[config.mk]
export PLATFORM = sky130hd
export DESIGN_NAME = conv_window_ctrl
export DESIGN_NICKNAME = d
export VERILOG_FILES = /design/src/rtl/conv_window_ctrl.sv
export SDC_FILE = /design/constraint.sdc
export NUM_CORES = 1
export LEC_CHECK = 0
export CAP_MARGIN = 5
export CORE_UTILIZATION = 50
export DETAILED_ROUTE_END_ITERATION = 12
export PLACE_DENSITY = 0.74
export RECOVER_POWER = 100
export SKIP_CTS_REPAIR_TIMING = 1
export SLEW_MARGIN = 5
export SYNTH_ARGS = -nofsm -noshare
export SYNTH_HDL_FRONTEND = slang
export SYNTH_SLANG_ARGS = --single-unit
[constraint.sdc]
create_clock -name clk -period 4.1 [get_ports clk]
set_input_delay 0.615 -clock clk [delete_from_list [all_inputs] [get_ports clk]]
set_output_delay 0.615 -clock clk [all_outputs]
set_load 0.005 [all_outputs]
[src/rtl/conv_window_ctrl.sv]
// -----------------------------------------------------------------------------
// conv_window_ctrl
//
// Sequencer for the KxK sliding-window generator in the convolution path.
// A start pulse raster-scans one IMG_W x IMG_H feature map out of the
// single-port frame RAM, one pixel per cycle. Each RAM beat is announced with
// pix_valid (the window generator's shift enable). Whenever the pixel on
// pix_valid completes a full KxK window that lies on the stride grid,
// win_valid is raised together with the window's output-map coordinates.
//
// Ports
//   clk        in   clock, rising edge
//   rst        in   asynchronous, active-high reset
//   start      in   one-cycle scan request, accepted only while idle
//   stride     in   window stride (0 behaves as 1), latched on accepted start
//   ready      in   downstream can accept window data; gates RAM reads
//   rd_en      out  frame-RAM read enable
//   rd_addr    out  frame-RAM read address, row-major
//   pix_valid  out  RAM data valid this cycle (rd_en delayed one cycle)
//   win_valid  out  current pixel completes a stride-aligned full window
//   win_row    out  output-map row of the window (0 unless win_valid)
//   win_col    out  output-map column of the window (0 unless win_valid)
//   busy       out  scan in progress
//   done       out  one-cycle pulse at scan completion
// -----------------------------------------------------------------------------
module conv_window_ctrl #(
    parameter int IMG_W  = 28,
    parameter int IMG_H  = 28,
    parameter int K      = 5,
    parameter int ADDR_W = 10,
    parameter int CNT_W  = 5
) (
    input  logic              clk,
    input  logic              rst,
    input  logic              start,
    input  logic [1:0]        stride,
    input  logic              ready,
    output logic              rd_en,
    output logic [ADDR_W-1:0] rd_addr,
    output logic              pix_valid,
    output logic              win_valid,
    output logic [CNT_W-1:0]  win_row,
    output logic [CNT_W-1:0]  win_col,
    output logic              busy,
    output logic              done
);

    typedef enum logic [1:0] {
        S_IDLE,
        S_FETCH,
        S_DRAIN,
        S_FIN
    } state_t;

    localparam logic [ADDR_W-1:0] C_LAST_ADDR = ADDR_W'(IMG_W * IMG_H - 1);
    localparam logic [CNT_W-1:0]  C_KM1       = CNT_W'(K - 1);
    localparam logic [CNT_W-1:0]  C_COL_LAST  = CNT_W'(IMG_W - 1);
    localparam logic [CNT_W-1:0]  C_ROW_LAST  = CNT_W'(IMG_H - 1);

    state_t             r_state;
    state_t             w_next;

    logic [1:0]         r_stride;     // latched stride, always 1..3
    logic [ADDR_W-1:0]  r_addr;       // next address to issue
    logic               r_pix_valid;  // RAM data valid (rd_en delayed)

    // Coordinate of the pixel currently carried by pix_valid.
    logic [CNT_W-1:0]   r_pr;
    logic [CNT_W-1:0]   r_pc;

    // Stride phase and output-map index of the current row / column. The
    // phase is (coord-(K-1)) mod stride and the index is (coord-(K-1))/stride,
    // maintained incrementally so no divider is needed.
    logic [1:0]         r_row_ph;
    logic [1:0]         r_col_ph;
    logic [CNT_W-1:0]   r_win_row;
    logic [CNT_W-1:0]   r_win_col;

    logic               w_start_acc;
    logic               w_issue;
    logic [1:0]         w_ph_max;
    logic               w_row_full;
    logic               w_col_full;

    assign w_start_acc = (r_state == S_IDLE) && start;
    assign w_issue     = (r_state == S_FETCH) && ready;
    assign w_ph_max    = r_stride - 2'd1;
    assign w_row_full  = (r_pr >= C_KM1);
    assign w_col_full  = (r_pc >= C_KM1);

    // -------------------------------------------------------------------------
    // FSM state register
    // -------------------------------------------------------------------------
    // NOTE: sequential state uses non-blocking assignments so every register
    // samples the pre-edge values of the others, independent of block order.
    always_ff @(posedge clk or posedge rst) begin
        if (rst) begin
            r_state <= S_IDLE;
        end else begin
            r_state <= w_next;
        end
    end

    // -------------------------------------------------------------------------
    // FSM next state and control outputs
    // -------------------------------------------------------------------------
    // NOTE: every signal written here gets a default first, so no path through
    // the case leaves one unassigned and no latch is inferred.
    always_comb begin
        w_next = r_state;
        rd_en  = 1'b0;
        busy   = 1'b0;
        done   = 1'b0;
        case (r_state)
            S_IDLE: begin
                if (start) begin
                    w_next = S_FETCH;
                end
            end
            S_FETCH: begin
                busy  = 1'b1;
                rd_en = ready;
                if (ready && (r_addr == C_LAST_ADDR)) begin
                    w_next = S_DRAIN;
                end
            end
            S_DRAIN: begin
                // The last read is still in flight; its data shows up on
                // pix_valid in this cycle.
                busy   = 1'b1;
                w_next = S_FIN;
            end
            S_FIN: begin
                done   = 1'b1;
                w_next = S_IDLE;
            end
            default: begin
                w_next = S_IDLE;
            end
        endcase
    end

    // -------------------------------------------------------------------------
    // Address generator and stride latch
    // -------------------------------------------------------------------------
    always_ff @(posedge clk or posedge rst) begin
        if (rst) begin
            r_addr   <= '0;
            r_stride <= 2'd0;
        end else if (w_start_acc) begin
            r_addr   <= '0;
            r_stride <= (stride == 2'd0) ? 2'd1 : stride;
        end else if (w_issue && (r_addr != C_LAST_ADDR)) begin
            // A stalled cycle leaves the address alone, so no address is
            // skipped or repeated however ready toggles.
            r_addr <= r_addr + 1'b1;
        end
    end

    assign rd_addr = r_addr;

    // -------------------------------------------------------------------------
    // RAM data valid: one-cycle read latency, independent of ready
    // -------------------------------------------------------------------------
    always_ff @(posedge clk or posedge rst) begin
        if (rst) begin
            r_pix_valid <= 1'b0;
        end else begin
            r_pix_valid <= rd_en;
        end
    end

    assign pix_valid = r_pix_valid;

    // -------------------------------------------------------------------------
    // Pixel and window coordinate counters
    // -------------------------------------------------------------------------
    always_ff @(posedge clk or posedge rst) begin
        if (rst) begin
            r_pr      <= '0;
            r_pc      <= '0;
            r_row_ph  <= 2'd0;
            r_col_ph  <= 2'd0;
            r_win_row <= '0;
            r_win_col <= '0;
        end else if (w_start_acc) begin
            r_pr      <= '0;
            r_pc      <= '0;
            r_row_ph  <= 2'd0;
            r_col_ph  <= 2'd0;
            r_win_row <= '0;
            r_win_col <= '0;
        end else if (r_pix_valid) begin
            if (r_pc == C_COL_LAST) begin
                // End of row: column tracking restarts, so a window can never
                // straddle the wrap (pc < K-1 at row start suppresses it).
                r_pc      <= '0;
                r_col_ph  <= 2'd0;
                r_win_col <= '0;
                if (r_pr != C_ROW_LAST) begin
                    r_pr <= r_pr + 1'b1;
                    if (w_row_full) begin
                        if (r_row_ph == w_ph_max) begin
                            r_row_ph  <= 2'd0;
                            r_win_row <= r_win_row + 1'b1;
                        end else begin
                            r_row_ph <= r_row_ph + 2'd1;
                        end
                    end
                end
            end else begin
                r_pc <= r_pc + 1'b1;
                if (w_col_full) begin
                    if (r_col_ph == w_ph_max) begin
                        r_col_ph  <= 2'd0;
                        r_win_col <= r_win_col + 1'b1;
                    end else begin
                        r_col_ph <= r_col_ph + 2'd1;
                    end
                end
            end
        end
    end

    // -------------------------------------------------------------------------
    // Window-valid decode; coordinates are forced to 0 outside win_valid
    // -------------------------------------------------------------------------
    assign win_valid = r_pix_valid && w_row_full && w_col_full &&
                       (r_row_ph == 2'd0) && (r_col_ph == 2'd0);
    assign win_row   = win_valid ? r_win_row : '0;
    assign win_col   = win_valid ? r_win_col : '0;

endmodule

Word level (Yosys, flattened, before mapping):

Index checks and enable logic that the tools add are counted.

* magnitude comparators: 2
* reduce and logical (&&, ||, !) cells: 27
* $add $sub $neg: 8
* equal/unequal tests: 11
* multiplexer cells: 40
* $mul: 0
* div/mod/pow operators: 0
* shift-type cells: 0
* bitwise operators: 0

Operators by type and width (number)
* $mux 5: 20
* $mux 2: 14
* $add 5x1->5 const B: 4
* $mux 10: 2
* $reduce_bool 2->1: 6
* $add 10x1->10 const B: 1
* $eq 10x10->1 const B: 1
* $ge 5x3->1 const B: 2
* $ne 10x10->1 const B: 1
* $logic_and 1x1->1: 8
* $logic_not 2->1: 4
* $pmux 2 s4: 1
* $reduce_and 3->1: 2
* $reduce_bool 3->1: 2
* $eq 5x5->1 const B: 1
* $ne 5x5->1 const B: 1
* $reduce_and 5->1: 1
* $add 2x1->2 const B: 2
* $eq 2x2->1: 2
* $eq 2x2->1 const B: 2
* $reduce_and 2->1: 2
* $reduce_and 4->1: 1
* $mux 1: 3
* $eq 2x1->1 const B: 1
* 4 further kinds: 4

* register bits after elaboration: 39
* RAM bits: 0
* memories kept: 0
* bits in latches: 0
* output and inout port bits: 25
* bits of input ports: 6
* memory bits (read-only): 0
* word-level logic and storage cells: 98

Longest topological paths before layout:

Gate-level depths: netlist of run 1.

* depth in word-level cells: 8
* mapped depth: 7
* mapped depth without buffers: 7

Worst setup path before layout of run 1:

Ideal clock, no wire load.

* kind: flip-flop to output port
* from: register r_pc[4]
* to: output win_col[0]
* stages on the path, launching flop included: 6
* buffers on the path: 1
* arrival time: 1.258 ns
* required time: 3.485 ns
* slack: 2.227 ns
* cells stage by stage: dfrtp_1 > or3_1 > nand3_1 > nor2_1 > clkbuf_1 > and2_1

* cells in the longest elaborated chain, start to end: 5

Ends and longest elaborated chain
* start: declaration: line 69 `logic [CNT_W-1:0] r_pc;`
* start signal: assignment: line 212 `r_pc <= r_pc + 1'b1;`
* $ge 5x3->1: line 89 `assign w_col_full = (r_pc >= C_KM1);`
* $logic_and 1x1->1 (2 in series): line 228 `assign win_valid = r_pix_valid && w_row_full && w_col_full &&`
* $logic_and 1x1->1: line 229 `(r_row_ph == 2'd0) && (r_col_ph == 2'd0);`
* named net win_valid: line 41 `output logic win_valid,`
* $mux 5: line 231 `assign win_col = win_valid ? r_win_col : '0;`
* end: declaration: line 43 `output logic [CNT_W-1:0] win_col,`

The timed path passes the listed nets, and every way through them passes these cells.

Final worst setup path of run 1:

* from: register r_pix_valid (netlist: pix_valid)
* to: output win_col[0]

* cells in the longest elaborated chain, start to end: 5

Ends and longest elaborated chain
* start: declaration: line 65 `logic r_pix_valid;`
* start signal: assignment: line 169 `r_pix_valid <= rd_en;`
* $logic_and 1x1->1 (3 in series): line 228
* $logic_and 1x1->1: line 229
* $mux 5: line 231

No other way between the ends.

==> reports/qor.txt, run 1 <==
status -> finished clean
CP Max Fanout -> 19
final clock skew -> 0.00901 ns
row count -> 24
sinks on the clock net -> 39
initial antenna violation count -> 0
number of flops mapped to enable cells by yosys -> 0
commonest non-fill, non-tap cells in the layout -> dfrtp_1, nand2_1, nor2_1
synth top area cells -> dfrtp_1, ha_1, nand2_1, and2_1, a21oi_1
Cell Pwr Density -> 537 mW/mm^2
worst hold path stage count -> 2
critical path class -> flip-flop to output pin
Core Region -> 0.00441 mm^2
Placer Congestion -> 0.794
Clk Latency, worst-skew pair -> 0.29 ns
Max clock buf depth -> 2
minimum clock period -> 3.04 ns
Yosys top cell area share -> 42.2%
CTS tree -> built
Setup TNS -> 0 ns
Final setup viols -> 0
post-synth top area cell -> dfrtp_1
Root Buffer -> clkbuf_8
CP Data Arrival Time -> 2.42 ns
IO Pins -> 31
final hold vios -> 0
commonest non-fill, non-tap cell in the layout -> dfrtp_1
Syn Area/Cell -> 9.11 um^2
post-route ant nets -> 0
H-tree lvl count -> 2
Slew headroom -> 32.6%
Leak -> 1.20 nW
Seq/Total Area, Yosys -> 42.2%
CTS clock-pin slew for the worst setup and hold paths -> 0.07 ns
GRT overflow -> 0
critical path launch point type -> flip-flop
Detailed Routing Iterations Pass 1 -> 4
RSZ-0062 raised after global routing -> no
Setup crit end kind -> output pin
Worst R2R Path Depth -> 6
ys async rst share -> 100%
Max VDD drop -> 0.213 mV
count of input and output buffers -> 30
period utilisation layout -> 74.1%
Die H -> 70.0 um
Nets -> 303
FMAX -> 0.329 GHz
Area Growth Syn to Fin -> 18.8%
Mapped Area -> 0.00231 mm^2
HP Class -> flip-flop to flip-flop
vias -> 1893
Routed Wire Length -> 4810 um
Post-Syn Instances -> 254
top_reg_cell synth -> dfrtp_1
drt via density -> 5.65
chip width -> 70.0 um
die area -> 0.00491 mm^2
Netlist cell types -> 42
DR WL/cell -> 14.4 um
drt drc -> 0
Antenna Cells -> 0
Reg2Reg Setup Slack -> 1.49 ns
fraction of layout cells with a size suffix above 1 -> 3.53%
Synth Warn # -> 0
Final HPWL DP -> 3440 um
initial DRC count -> 136
Slew Viols, Final -> 0
FF+latch count, synth -> 39
utilization of the core after routing -> 62.3%
Max-Cap Viols -> 0
worst-margin pin slew -> 1.01 ns
GRT Overall Usage -> 22.2%
largest net degree at the start of global routing -> 23
first-pass GRT wire length -> 8580 um
CTS buffer count -> 5
post-synthesis net count -> 274
Worst Path Required -> 3.48 ns
vias in the first global route -> 1862
Initial Util -> 52.4%
-- worst paths after layout --
path	start	endpoint
max	pix_valid	win_col[0]
min	r_win_col[4]	r_win_col[4]
max reg2reg	r_state[0]	r_win_row[3]
min reg2reg	r_win_col[4]	r_win_col[4]
max in group asynchronous	rst	r_win_row[2]
min in group asynchronous	rst	r_pc[3]
-- cells in the mapped netlist (all sizes together) (2+ instances only) --
cell type / count
o211ai: 2
nand4: 8
or3: 8
xor2: 3
and2: 14
clkbuf: 6
nor2: 21
a31oi: 2
buf: 4
inv: 14
or4: 2
o31ai: 3
ha: 14
nor3b: 4
nand4b: 2
and3: 3
xnor2: 8
a21oi: 17
nor3: 7
o21ai: 8
mux2i: 8
nor4: 3
nand3: 11
dfrtp: 39
nand2: 24
nor2b: 6
-- sequential cells by signal, indices dropped and copies added (netlist names) --
signal and cells:
r_col_ph 2, pix_valid 1, r_win_row 5, r_state 2
rd_addr 10, r_win_col 5, r_pc 5, r_row_ph 2
r_stride 2, r_pr 5
-- routing by layer --
metal	GRT usage [%]	routed length, um	up-vias
li1	-	-	943
met1	28.5	2280	914
met2	37.5	2340	28
met3	4.47	126	8
met4	6.89	63	0
met5	0	0	-
-- cells by family (layout without fill, tap and decap cells) --
kind of cell             Yosys count  after routing  share of synthesized area [%]
flip-flops                        39             39                           42.2
multiplexers                       9              9                           4.49
adder cells (fa/ha/maj)           14             14                           7.57
AND/OR/NAND/NOR                  120            120                           27.9
AO/OA/AOI/OAI                     37             37                           9.35
XOR/XNOR                          11             11                           4.49
buffers and inverters             24             53                           4.05
-- where the power goes --
group | leakage (nW) | internal, mW | switching [mW]
registers | 0.463 | 0.515 | 0.157
logic | 0.690 | 0.253 | 0.246
clock network | 0.0513 | 0.178 | 0.128
total | 1.20 | 0.946 | 0.531
-- cell type report --
type	instances	area, um^2
clock buffers	6	72.6
clock inverters	1	30.0
fillers	406	1670
inverters	14	52.6
multi-input cells	191	1240
flip-flops and latches	39	976
well taps	52	65.1
repair buffers	32	308
-- metrics by stage --
stage	setup slack [ns]	cells	hold WS [ns]	area [um^2]	total power, mW
after floorplan	2.23	254	0.497	2310	1.02
after global placement	1.51	328	0.531	2650	1.18
after detailed placement	1.46	328	0.533	2650	1.20
after CTS	1.15	335	0.544	2760	1.51
after global routing	0.861	335	0.573	2750	1.61
final	1.06	335	0.536	2750	1.48
-- worst max-delay path: stages (launching register included) --
cell and delay, ns:
dfrtp_1 0.68, o31ai_1 0.18, nor2_1 0.51, and2_1 0.20
dlygate4sd3_1 0.56
(Power assumes the default switching activity.)
==> inputs of run 2 (changes only) <==
--- a/config.mk
+++ b/config.mk
@@ -8,7 +8,7 @@
 export CAP_MARGIN = 5
 export CORE_UTILIZATION = 50
 export DETAILED_ROUTE_END_ITERATION = 12
-export PLACE_DENSITY = 0.74
+export PLACE_DENSITY = 0.76
 export RECOVER_POWER = 100
 export SKIP_CTS_REPAIR_TIMING = 1
 export SLEW_MARGIN = 5
==> constraint.sdc (replaced) <==
create_clock -name clk -period 2.65 [get_ports clk]
set_input_delay 0.3975 -clock clk [delete_from_list [all_inputs] [get_ports clk]]
set_output_delay 0.3975 -clock clk [all_outputs]
set_load 0.005 [all_outputs]
==> run 2 against run 1 <==
  * Sequential share of layout area increased by 0.15 points
  * Register-to-register slack got worse by 1.0 ns
  * Highest routed layer unchanged
  * Power increased by 49%
  * Critical path type unchanged
  * Via count increased by 2.4%
  * Clock-buffer cell count unchanged
  * Die area unchanged
  * Critical endpoint is now win_row[3]
  * Clock skew decreased by 0.0040 ns
  * Global-route usage decreased by 0.65 points
==> reports/qor.txt, run 2 (synthesized netlist as in run 1, its figures left out) <==
CP Max Fanout -> 11 (was 19)
commonest non-fill, non-tap cells in the layout -> dfrtp_1, nand2_1, nor2_1 (unchanged)
Logic pwr share -> 36.0% (was 33.8%)
Slew headroom -> 34.0% (was 32.6%)
fillcell total -> 382 (was 406)
Initial Util -> 52.4% (unchanged)
initial antenna violation count -> 0 (unchanged)
initial DRC count -> 125 (was 136)
row count -> 24 (unchanged)
Core Region -> 0.00441 mm^2 (unchanged)
Final HPWL DP -> 3460 um (was 3440 um)
period utilisation layout -> 92.7%
Buf/Inv on CP -> 2 (was 1)
CP Data Arrival Time -> 2.06 ns (was 2.42 ns)
commonest non-fill, non-tap cell in the layout -> dfrtp_1 (unchanged)
drt via density -> 5.75 (was 5.65)
Max VDD drop -> 0.390 mV (was 0.213 mV)
Routed Wire Length -> 4870 um (was 4810 um)
worst-margin pin slew -> 0.990 ns (was 1.01 ns)
Max clock buf depth -> 2 (unchanged)
Setup TNS -> 0 ns (unchanged)
chip width -> 70.0 um (unchanged)
Max-Cap Viols -> 0 (unchanged)
Antenna Cells -> 0 (unchanged)
Nets -> 306 (was 303)
Area Growth Syn to Fin -> 18.3% (was 18.8%)
Worst Path Required -> 2.25 ns (was 3.48 ns)
die area -> 0.00491 mm^2 (unchanged)
CTS clock-pin slew for the worst setup and hold paths -> 0.07 ns (about the same)
sinks on the clock net -> 39 (unchanged)
FMAX -> 0.407 GHz
Crit-path slowest cell -> clkdlybuf4s50_1 (was dfrtp_1)
drt drc -> 0 (unchanged)
Int Power -> 1.37 mW (was 0.946 mW)
post-route ant nets -> 0 (unchanged)
Clock Power Share -> 16.9% (was 20.7%)
vias in the first global route -> 1845 (was 1862)
switch share -> 38.1% (was 35.9%)
Detailed Routing Iterations Pass 1 -> 4 (unchanged)
Slew Viols, Final -> 0 (unchanged)
Setup crit end kind -> output pin (unchanged)
fraction of layout cells with a size suffix above 1 -> 4.21% (was 3.53%)
count of input and output buffers -> 30 (unchanged)
max FFs per register -> 10 (unchanged)
IO Pins -> 31 (unchanged)
H-tree lvl count -> 2 (unchanged)
final clock skew -> 0.00505 ns (was 0.00901 ns)
Cell Pwr Density -> 806 mW/mm^2 (was 537 mW/mm^2)
critical path class -> flip-flop to output pin (unchanged)
vias -> 1939 (was 1893)
Flop pwr share -> 47.1% (was 45.5%)
CTS buffer count -> 5 (unchanged)
Inst Count DP -> 331 (was 328)
Placer Congestion -> 0.780 (was 0.794)
CP delay by family, top -> simple AND/OR/NAND/NOR gates (unchanged)
max incr delay on CP -> 0.51 ns (was 0.68 ns)
final hold vios -> 0 (unchanged)
RSZ-0062 raised after global routing -> no (unchanged)
Final setup viols -> 0 (unchanged)
first-pass GRT wire length -> 8480 um (was 8580 um)
critical-path cell list -> inv_1, ha_1, nand3_1, nor2_2, and2_0, clkdlybuf4s50_1 (was o31ai_1, nor2_1, and2_1, dlygate4sd3_1)
HP Class -> flip-flop to flip-flop (unchanged)
multi-input logic area -> 0.00125 mm^2 (was 0.00124 mm^2)
Die H -> 70.0 um (unchanged)
status -> finished clean (unchanged)
Reg area -> 976 um^2 (unchanged)
GRT Overall Usage -> 21.5% (was 22.2%)
CTS tree -> built (unchanged)
Clk Latency, worst-skew pair -> 0.29 ns (about the same)
GRT overflow -> 0 (unchanged)
Root Buffer -> clkbuf_8 (unchanged)
minimum clock period -> 2.46 ns
critical path launch point type -> flip-flop (unchanged)
NetSw -> 0.841 mW (was 0.531 mW)
final instance count without filler cells -> 337 (was 335)
DR WL/cell -> 14.5 um (was 14.4 um)
Leak -> 1.20 nW (about the same)
largest net degree at the start of global routing -> 40 (was 23)
[run 2: changes by cell type in the layout (fill, tap and decap cells not counted), sizes merged]
cell / change
buf: +1
bufinv: -1
clkdlybuf4s50: +5
dlygate4sd3: -5
clkbuf: +2
[run 2: metrics by stage]
| stage | hold WS [ns] | utilization [%] | area [um^2] | worst slack (ns) | total power, mW |
|---|---|---|---|---|---|
| 6_report | 0.543 | 62.0 | 2740 | 0.194 | 2.21 |
| 5_1_grt | 0.584 | 62.0 | 2740 | 0.0356 | 2.39 |
| 4_1_cts | 0.544 | 62.3 | 2750 | 0.00230 | 2.24 |
| 3_5_place_dp | 0.534 | 60.6 | 2680 | 0.321 | 1.87 |
| 3_3_place_gp | 0.528 | 60.6 | 2680 | 0.425 | 1.82 |
| 2_1_floorplan | 0.497 | - | 2310 | 0.958 | 1.57 |
[run 2: power by group through the flow]
stage	clock [mW]	sequential, mW	combinational, mW
2_1_floorplan	0	0.991	0.581
3_3_place_gp	0	1.03	0.787
3_5_place_dp	0	1.05	0.818
4_1_cts	0.377	1.04	0.824
5_1_grt	0.402	1.08	0.916
6_report	0.374	1.04	0.794
[run 2: worst min-delay path, cell delays in order, from the launching register on]
cell and delay (ns):
dfrtp_1 0.39, nand2_1 0.06, mux2i_1 0.06
[run 2: metal layers]
metal	GRT usage (%)	share of wire [%]	vias to the layer above
li1	-	-	947
met1	27.1	46	941
met2	37.3	49	46
met3	4.76	4.0	5
met4	5.56	0.90	0
met5	0	0	-
[run 2: area by class of cell]
cell class | instances | area share (%)
inverter | 14 | 1.92
timing repair buffer | 35 | 11.8
clock buffer | 6 | 2.65
sequential | 39 | 35.6
tap | 52 | 2.38
multi-input combinational | 191 | 45.6
[run 2: path summary, 6_finish.rpt]
kind,start,to,slack [ns],depth (start not counted)
worst max-delay path,r_col_ph[0],win_row[3],0.19,6
worst min-delay path,r_win_col[4],r_win_col[4],0.54,2
worst max register to register,r_pc[0],r_win_col[0],0.47,6
worst min register to register,r_win_col[4],r_win_col[4],0.54,2
max in group asynchronous,rst,r_pr[4],1.19,3
min in group asynchronous,rst,r_win_col[2],0.86,3
